## src/rtl/rv_decode_pkg.sv

```systemverilog
// ----------------------------------------------------------------------------
// rv_decode_pkg
//   Shared definitions for the decode stage:
//     - RV64 major-opcode constants
//     - op_class_e: instruction format class (R, I, U, J, B, S, SYS, ILL)
//     - fixed bit offsets of instruction fields (independent of lane count)
//     - classify(): opcode -> class
// ----------------------------------------------------------------------------
package rv_decode_pkg;

    localparam logic [6:0] OPC_OP       = 7'b0110011;
    localparam logic [6:0] OPC_OP32     = 7'b0111011;
    localparam logic [6:0] OPC_JALR     = 7'b1100111;
    localparam logic [6:0] OPC_LOAD     = 7'b0000011;
    localparam logic [6:0] OPC_OPIMM    = 7'b0010011;
    localparam logic [6:0] OPC_OPIMM32  = 7'b0011011;
    localparam logic [6:0] OPC_LUI      = 7'b0110111;
    localparam logic [6:0] OPC_AUIPC    = 7'b0010111;
    localparam logic [6:0] OPC_JAL      = 7'b1101111;
    localparam logic [6:0] OPC_BRANCH   = 7'b1100011;
    localparam logic [6:0] OPC_STORE    = 7'b0100011;
    localparam logic [6:0] OPC_FENCE    = 7'b0001111;
    localparam logic [6:0] OPC_SYSTEM   = 7'b1110011;

    localparam int INSTR_W = 32;
    localparam int OPC_LSB = 0;
    localparam int RD_LSB  = 7;
    localparam int F3_LSB  = 12;
    localparam int RS1_LSB = 15;
    localparam int RS2_LSB = 20;
    localparam int F7_BIT  = 30;

    typedef enum logic [2:0] {
        CLS_R,
        CLS_I,
        CLS_U,
        CLS_J,
        CLS_B,
        CLS_S,
        CLS_SYS,
        CLS_ILL
    } op_class_e;

    function automatic op_class_e classify(input logic [6:0] opc);
        op_class_e cls;
        case (opc)
            OPC_OP, OPC_OP32:                            cls = CLS_R;
            OPC_JALR, OPC_LOAD, OPC_OPIMM, OPC_OPIMM32:  cls = CLS_I;
            OPC_LUI, OPC_AUIPC:                          cls = CLS_U;
            OPC_JAL:                                     cls = CLS_J;
            OPC_BRANCH:                                  cls = CLS_B;
            OPC_STORE:                                   cls = CLS_S;
            OPC_FENCE, OPC_SYSTEM:                       cls = CLS_SYS;
            default:                                     cls = CLS_ILL;
        endcase
        return cls;
    endfunction

endpackage

```

## src/rtl/decode_lane.sv

```systemverilog
// ----------------------------------------------------------------------------
// decode_lane
//   Purely combinational single-instruction decoder.
//   Ports:
//     instr    in   32-bit instruction word
//     lane_v   in   lane carries a real instruction
//     opcode, func3, func7 (instr[30]), rs1, rs2, rd   out  raw fields
//     imme     out  sign-extended immediate (0 for R/FENCE/SYSTEM/illegal)
//     prs1_v, prs2_v, prd_v   out  operand-valid flags
//     illegal  out  valid lane whose opcode matches no class
//   An invalid lane drives every output to zero.
// ----------------------------------------------------------------------------
module decode_lane
    import rv_decode_pkg::*;
#(
    parameter int DATA_WIDTH = 64
) (
    input  logic [31:0]           instr,
    input  logic                  lane_v,
    output logic [6:0]            opcode,
    output logic [2:0]            func3,
    output logic                  func7,
    output logic [4:0]            rs1,
    output logic [4:0]            rs2,
    output logic [4:0]            rd,
    output logic [DATA_WIDTH-1:0] imme,
    output logic                  prs1_v,
    output logic                  prs2_v,
    output logic                  prd_v,
    output logic                  illegal
);

    // Every format's immediate fits in 32 bits once its own sign bit is
    // replicated, so a single widening step covers all of them.
    function automatic logic signed [DATA_WIDTH-1:0] sext_imm(input logic signed [31:0] v);
        return DATA_WIDTH'(v);
    endfunction

    op_class_e          cls;
    logic signed [31:0] imm32;
    logic               is_r, is_i, is_u, is_j, is_b, is_s;

    always_comb begin
        cls     = classify(instr[OPC_LSB +: 7]);
        imm32   = '0;
        opcode  = '0;
        func3   = '0;
        func7   = 1'b0;
        rs1     = '0;
        rs2     = '0;
        rd      = '0;
        imme    = '0;
        prs1_v  = 1'b0;
        prs2_v  = 1'b0;
        prd_v   = 1'b0;
        illegal = 1'b0;
        is_r    = (cls == CLS_R);
        is_i    = (cls == CLS_I);
        is_u    = (cls == CLS_U);
        is_j    = (cls == CLS_J);
        is_b    = (cls == CLS_B);
        is_s    = (cls == CLS_S);

        case (cls)
            CLS_I:   imm32 = {{20{instr[31]}}, instr[31:20]};
            CLS_S:   imm32 = {{20{instr[31]}}, instr[31:25], instr[11:7]};
            CLS_B:   imm32 = {{20{instr[31]}}, instr[7], instr[30:25], instr[11:8], 1'b0};
            CLS_U:   imm32 = {instr[31:12], 12'b0};
            CLS_J:   imm32 = {{12{instr[31]}}, instr[19:12], instr[20], instr[30:21], 1'b0};
            default: imm32 = '0;
        endcase

        if (lane_v) begin
            opcode  = instr[OPC_LSB +: 7];
            func3   = instr[F3_LSB +: 3];
            func7   = instr[F7_BIT];
            rs1     = instr[RS1_LSB +: 5];
            rs2     = instr[RS2_LSB +: 5];
            rd      = instr[RD_LSB +: 5];
            imme    = sext_imm(imm32);
            prs1_v  = is_r | is_i | is_s | is_b;
            prs2_v  = is_r | is_s | is_b;
            prd_v   = (is_r | is_i | is_u | is_j) & (instr[RD_LSB +: 5] != 5'd0);
            illegal = (cls == CLS_ILL);
        end
    end

endmodule

```

## src/rtl/decode_stage.sv

```systemverilog
// ----------------------------------------------------------------------------
// decode_stage
//   Registered, handshaked group decoder between fetch queue and rename.
//   Decodes DECODE_NUM lanes per cycle, squashes lanes younger than the first
//   illegal lane, and holds results in a main register backed by a one-group
//   skid register so in_ready never depends combinationally on out_ready.
//
//   Ports:
//     clk, rst (async, active-high), flush (drops main and skid contents)
//     in_valid/in_ready, in_instr (lane i at [32i+31:32i]), in_lane_v,
//     in_pc (lane 0 PC; lane i = in_pc + 4i)
//     out_valid/out_ready, out_lane_v, out_pc, out_opcode, out_func3,
//     out_func7, out_rs1, out_rs2, out_rd, out_imme, out_prs1_v, out_prs2_v,
//     out_prd_v, out_illegal  (all lane-packed, lane 0 in the LSBs)
//
//   Optional build macro DECODE_STAGE_PERF_EN adds 64-bit wrapping counters
//   perf_group_cnt, perf_instr_cnt, perf_stall_cnt (not cleared by flush).
// ----------------------------------------------------------------------------
module decode_stage
    import rv_decode_pkg::*;
#(
    parameter int DATA_WIDTH = 64,
    parameter int DECODE_NUM = 4
) (
    input  logic                             clk,
    input  logic                             rst,
    input  logic                             flush,
    input  logic                             in_valid,
    output logic                             in_ready,
    input  logic [DECODE_NUM*32-1:0]         in_instr,
    input  logic [DECODE_NUM-1:0]            in_lane_v,
    input  logic [DATA_WIDTH-1:0]            in_pc,
    output logic                             out_valid,
    input  logic                             out_ready,
    output logic [DECODE_NUM-1:0]            out_lane_v,
    output logic [DECODE_NUM*DATA_WIDTH-1:0] out_pc,
    output logic [7*DECODE_NUM-1:0]          out_opcode,
    output logic [3*DECODE_NUM-1:0]          out_func3,
    output logic [DECODE_NUM-1:0]            out_func7,
    output logic [5*DECODE_NUM-1:0]          out_rs1,
    output logic [5*DECODE_NUM-1:0]          out_rs2,
    output logic [5*DECODE_NUM-1:0]          out_rd,
    output logic [DECODE_NUM*DATA_WIDTH-1:0] out_imme,
    output logic [DECODE_NUM-1:0]            out_prs1_v,
    output logic [DECODE_NUM-1:0]            out_prs2_v,
    output logic [DECODE_NUM-1:0]            out_prd_v,
    output logic [DECODE_NUM-1:0]            out_illegal
`ifdef DECODE_STAGE_PERF_EN
   ,output logic [63:0]                      perf_group_cnt,
    output logic [63:0]                      perf_instr_cnt,
    output logic [63:0]                      perf_stall_cnt
`endif
);

    localparam int N     = DECODE_NUM;
    localparam int W     = DATA_WIDTH;
    localparam int GRP_W = N * (2 * W + 31);

    logic [6:0] l_opc  [N];
    logic [2:0] l_f3   [N];
    logic       l_f7   [N];
    logic [4:0] l_rs1  [N];
    logic [4:0] l_rs2  [N];
    logic [4:0] l_rd   [N];
    logic [W-1:0] l_imm [N];
    logic       l_prs1 [N];
    logic       l_prs2 [N];
    logic       l_prd  [N];
    logic       l_ill  [N];

    logic [N-1:0]   lane_v_p0, f7_p0, prs1_p0, prs2_p0, prd_p0, ill_p0;
    logic [N*W-1:0] pc_p0, imm_p0;
    logic [7*N-1:0] opc_p0;
    logic [3*N-1:0] f3_p0;
    logic [5*N-1:0] rs1_p0, rs2_p0, rd_p0;
    logic [GRP_W-1:0] grp_p0;

    logic [GRP_W-1:0] main_p1, skid_p1;
    logic             vld_main_p1, vld_skid_p1;
    logic             accept, drain;

    // ---- stage p0: per-lane decode --------------------------------------
    for (genvar i = 0; i < N; i++) begin : g_lane
        decode_lane #(.DATA_WIDTH(W)) u_lane (
            .instr   (in_instr[32*i +: 32]),
            .lane_v  (in_lane_v[i]),
            .opcode  (l_opc[i]),
            .func3   (l_f3[i]),
            .func7   (l_f7[i]),
            .rs1     (l_rs1[i]),
            .rs2     (l_rs2[i]),
            .rd      (l_rd[i]),
            .imme    (l_imm[i]),
            .prs1_v  (l_prs1[i]),
            .prs2_v  (l_prs2[i]),
            .prd_v   (l_prd[i]),
            .illegal (l_ill[i])
        );
    end

    // Squash chain: once an illegal lane is seen, every younger lane is
    // dropped entirely (valid and all fields zero). The illegal lane itself
    // is kept so rename can raise the exception at the right PC.
    always_comb begin
        logic ill_seen;
        ill_seen  = 1'b0;
        lane_v_p0 = '0;
        pc_p0     = '0;
        opc_p0    = '0;
        f3_p0     = '0;
        f7_p0     = '0;
        rs1_p0    = '0;
        rs2_p0    = '0;
        rd_p0     = '0;
        imm_p0    = '0;
        prs1_p0   = '0;
        prs2_p0   = '0;
        prd_p0    = '0;
        ill_p0    = '0;
        for (int i = 0; i < N; i++) begin
            if (in_lane_v[i] && !ill_seen) begin
                lane_v_p0[i]       = 1'b1;
                pc_p0[W*i +: W]    = in_pc + W'(4 * i);
                opc_p0[7*i +: 7]   = l_opc[i];
                f3_p0[3*i +: 3]    = l_f3[i];
                f7_p0[i]           = l_f7[i];
                rs1_p0[5*i +: 5]   = l_rs1[i];
                rs2_p0[5*i +: 5]   = l_rs2[i];
                rd_p0[5*i +: 5]    = l_rd[i];
                imm_p0[W*i +: W]   = l_imm[i];
                prs1_p0[i]         = l_prs1[i];
                prs2_p0[i]         = l_prs2[i];
                prd_p0[i]          = l_prd[i];
                ill_p0[i]          = l_ill[i];
            end
            if (l_ill[i]) begin
                ill_seen = 1'b1;
            end
        end
    end

    assign grp_p0 = {lane_v_p0, pc_p0, opc_p0, f3_p0, f7_p0, rs1_p0, rs2_p0,
                     rd_p0, imm_p0, prs1_p0, prs2_p0, prd_p0, ill_p0};

    // ---- stage p1: main + skid registers ---------------------------------
    assign in_ready  = !vld_skid_p1;
    assign out_valid = vld_main_p1;
    assign accept    = in_valid & in_ready;
    assign drain     = vld_main_p1 & out_ready;

    always_ff @(posedge clk or posedge rst) begin
        if (rst) begin
            vld_main_p1 <= 1'b0;
            vld_skid_p1 <= 1'b0;
            main_p1     <= '0;
            skid_p1     <= '0;
        end else if (flush) begin
            vld_main_p1 <= 1'b0;
            vld_skid_p1 <= 1'b0;
        end else if (!vld_main_p1 || drain) begin
            // Main is free this edge: the older skid group has priority.
            // in_ready is low whenever skid is full, so no accept can race it.
            if (vld_skid_p1) begin
                main_p1     <= skid_p1;
                vld_main_p1 <= 1'b1;
                vld_skid_p1 <= 1'b0;
            end else if (accept) begin
                main_p1     <= grp_p0;
                vld_main_p1 <= 1'b1;
            end else begin
                vld_main_p1 <= 1'b0;
            end
        end else if (accept) begin
            skid_p1     <= grp_p0;
            vld_skid_p1 <= 1'b1;
        end
    end

    assign {out_lane_v, out_pc, out_opcode, out_func3, out_func7, out_rs1,
            out_rs2, out_rd, out_imme, out_prs1_v, out_prs2_v, out_prd_v,
            out_illegal} = main_p1;

`ifdef DECODE_STAGE_PERF_EN
    function automatic logic [63:0] popcnt(input logic [N-1:0] v);
        logic [63:0] c;
        c = '0;
        for (int i = 0; i < N; i++) begin
            c = c + 64'(v[i]);
        end
        return c;
    endfunction

    always_ff @(posedge clk or posedge rst) begin
        if (rst) begin
            perf_group_cnt <= '0;
            perf_instr_cnt <= '0;
            perf_stall_cnt <= '0;
        end else begin
            if (drain) begin
                perf_group_cnt <= perf_group_cnt + 64'd1;
                perf_instr_cnt <= perf_instr_cnt + popcnt(out_lane_v);
            end
            if (vld_main_p1 && !out_ready) begin
                perf_stall_cnt <= perf_stall_cnt + 64'd1;
            end
        end
    end
`endif

endmodule

```

## config.mk

```make
export PLATFORM = sky130hd
export DESIGN_NAME = decode_stage
export DESIGN_NICKNAME = d
export VERILOG_FILES = /design/src/rtl/rv_decode_pkg.sv /design/src/rtl/decode_lane.sv /design/src/rtl/decode_stage.sv
export SDC_FILE = /design/constraint.sdc
export NUM_CORES = 2
export LEC_CHECK = 0
export ABC_AREA = 1
export BUFFER_PORTS_ARGS = -buffer_cell sky130_fd_sc_hd__buf_2
export CAP_MARGIN = 15
export CORE_AREA = 5 5 323 325
export DETAILED_ROUTE_END_ITERATION = 7
export DIE_AREA = 0 0 328 330
export PLACE_DENSITY = 0.79
export SLEW_MARGIN = 20
export SYNTH_ARGS = -nofsm -noshare
export SYNTH_HDL_FRONTEND = slang
export SYNTH_SLANG_ARGS = --single-unit
```

## constraint.sdc

```tcl
create_clock -name clk -period 52.9 [get_ports clk]
set_input_delay 13.225 -clock clk [delete_from_list [all_inputs] [get_ports clk]]
set_output_delay 13.225 -clock clk [all_outputs]
set_load 0.02 [all_outputs]
```

==> run summary <==
Bufs and invs on worst path -> 7
Leakage -> 33.5 nW
Tcrit/Tclk final -> 0.320
Gpl congestion -> 1.06
Worst slew pin tran -> 1.15 ns
Crit path capture type -> flop
CP max-delay cell -> buf_4
Synthesized area -> 0.0520 mm^2
Top-area cell type share of the netlist area -> 0.490
Latest clock arrival within the worst-skew pair -> 0.74 ns
Commonest non-fill, non-tap cell in the layout -> nand2_1
Final WL -> 199,000 um
PwrDens -> 34.1 mW/mm^2
Most common flop cell mapped by yosys -> dfrtp_1
Worst path top cell family by delay -> buffers and inverters
Die width -> 328 um
Ranking of synthesized cells by area -> dfrtp_1, nand2_1, nor2_1
Mapped Nets -> 7,263
Setup Buffers After CTS -> 0
DRT iter0 DRCs -> 6,121
Startpoint Class -> primary input
ANT nets after route -> 0
Pin count of the biggest net entering global routing -> 244
Non-Filler Instances -> 8,954
Count of final setup violators -> 0
H-Tree Depth -> 3
Sequential area share after synthesis -> 0.490
Fmax -> 59.1 MHz
Share of layout cells above drive strength 1 -> 0.154
EDFF count, synth -> 0
Mapped Avg Cell Area -> 7.36 um^2
Placed cell count -> 8,737
PortBufs -> 838
Cell taking the most area after synthesis -> dfrtp_1
Vias per Instance -> 5.56
Max Fanout on Critical Path -> 179
Layout Nets -> 7,685
WL/cell -> 22.2 um
Ys Warns -> 0
Dpl ws -> 35.33 ns
Root Buffer -> clkbuf_16
Clock tree sinks -> 1,018
Global-route wire length before repair -> 294,000 um
Clock tree from TritonCTS -> done
Placement Rows -> 117
Crit-path cells -> buf_2 > inv_1 > a21oi_1 > inv_1 > nor2_4 > inv_8 > buf_4 > buf_4 > buf_4 > a21oi_1 > o21ai_0 > nand2_1
Slowest stage delay, CP -> 0.97 ns
Max-slew headroom -> 0.237
Synthesis-to-finish area growth -> 13.8%
Pins over their slew limit -> 0
Starting density of the core -> 0.514
Arrival time at the worst endpoint -> 17.50 ns
Status -> finished clean
Most frequent CP cell -> buf_4
Most frequent cells in the layout -> nand2_1, dfrtp_1, nor2_1
Worst Skew -> 0.0500 ns
CP Data Required Time -> 53.48 ns
Antenna violations before repair -> 31
Worst vdd ir -> 0.0278 mV
Post-Synthesis Cells -> 7,058
Worst hold-check path type -> reg -> reg
DP Wirelength -> 142,000 um
Final setup margin -> 35.99 ns
Filler instances -> 9,281
GR Overflow Total -> 0
Clk buf depth -> 3
Die Height -> 330 um
Fin Setup TNS -> 0 ns
Distinct cells, synth -> 43
Core Box Area -> 0.101 mm^2
Hold-fix buffers, CTS -> 0
Final hold violation count -> 0
Io pins -> 839
Unrepaired setup endpoints after global routing -> no
Multi-input gate area -> 0.0224 mm^2
Synthesized flop and latch total -> 1,018
Cts bufs inserted -> 108
Clock transition at the registers of the reported paths -> 0.06 ns
Routed vias -> 49,807
Total global-route track usage -> 0.356
Hold slack -> 0.470 ns
Final core occ -> 0.584
Vias in the first global route -> 46,520
Total of max-cap violations -> 0
Reg area -> 0.0255 mm^2
Crit Path Category -> in -> reg
Drt pass-1 iters -> 6
Min Clock Period, post-route -> 16.91 ns
Residual DRC -> 0
Asr flop ratio synth -> 1.00
Full die area -> 0.108 mm^2
CTS resizes -> 0
==> per-layer routing <==
metal | track usage | vias up | wire [um]
li1 | - | 23076 | -
met1 | 0.453 | 23791 | 76100
met2 | 0.568 | 2408 | 91600
met3 | 0.0715 | 510 | 16800
met4 | 0.209 | 22 | 14100
met5 | 0 | - | 150
==> path summary, 6_finish.rpt <==
kind | start | end | slack [ns] | depth (start not counted)
hold reg to reg | main_p1[483] | main_p1[483] | 0.47 | 2
max in group asynchronous | rst | main_p1[563] | 37.18 | 5
hold / removal | main_p1[483] | main_p1[483] | 0.47 | 2
setup reg to reg | vld_skid_p1 | main_p1[356] | 47.58 | 11
setup / recovery | in_valid | main_p1[356] | 35.99 | 12
min in group asynchronous | rst | main_p1[426] | 12.68 | 2
==> cell type report <==
type                    instances  share of cell area
clock inverters                44              0.0103
diodes                         22            0.000931
clock buffers                 150              0.0506
inverters                     311              0.0203
flip-flops and latches       1018               0.431
multi-input cells            5157               0.380
well taps                    1368              0.0290
repair buffers                884              0.0783
==> Yosys cell counts, drive strengths merged (2+ instances only) <==
cell	n
o21ai	780
o31ai	89
nor3b	2
nor3	47
xor2	75
or2	15
o21bai	2
dfrtp	1018
clkbuf	293
inv	310
nand3	321
nor4	2
nand2	2628
nor2	940
a21oi	192
xnor2	5
o211ai	7
a22oi	4
o22ai	6
ha	4
nand4	34
buf	279
==> registers in the layout, summed over array words and instances, names as in the netlist <==
signal and flops:
main_p1 508, out_valid 1, skid_p1 508, vld_skid_p1 1
==> cell families (layout without fill, tap and decap cells) <==
logic type / count (synthesis) / after routing / synth area share
xor+xnor: 80 / 80 / 0.0135
other cells: 0 / 22 / 0
buf+inv: 883 / 1389 / 0.0779
flops: 1018 / 1018 / 0.490
compound gates: 1083 / 1083 / 0.111
fa+ha+maj: 4 / 4 / 0.000963
simple gates: 3990 / 3990 / 0.307
==> metrics by stage <==
stage	cell area [um^2]	power (mW)
after global routing	59100	2.10
after detailed placement	55400	1.24
after CTS	59000	2.02
after floorplan	52000	1.12
final	59100	2.02
after global placement	55400	1.24
==> where the power goes <==
group          internal, mW  switching (mW)
sequential            0.859          0.0496
clock                 0.446           0.334
combinational        0.0909           0.235
total                  1.40           0.619
==> worst min-delay path, stage by stage (launching register included) <==
cell	delay, ns
dfrtp_1	0.33
nand2_1	0.05
nand2_1	0.06
No activity file was read; power rests on OpenSTA's default activity.
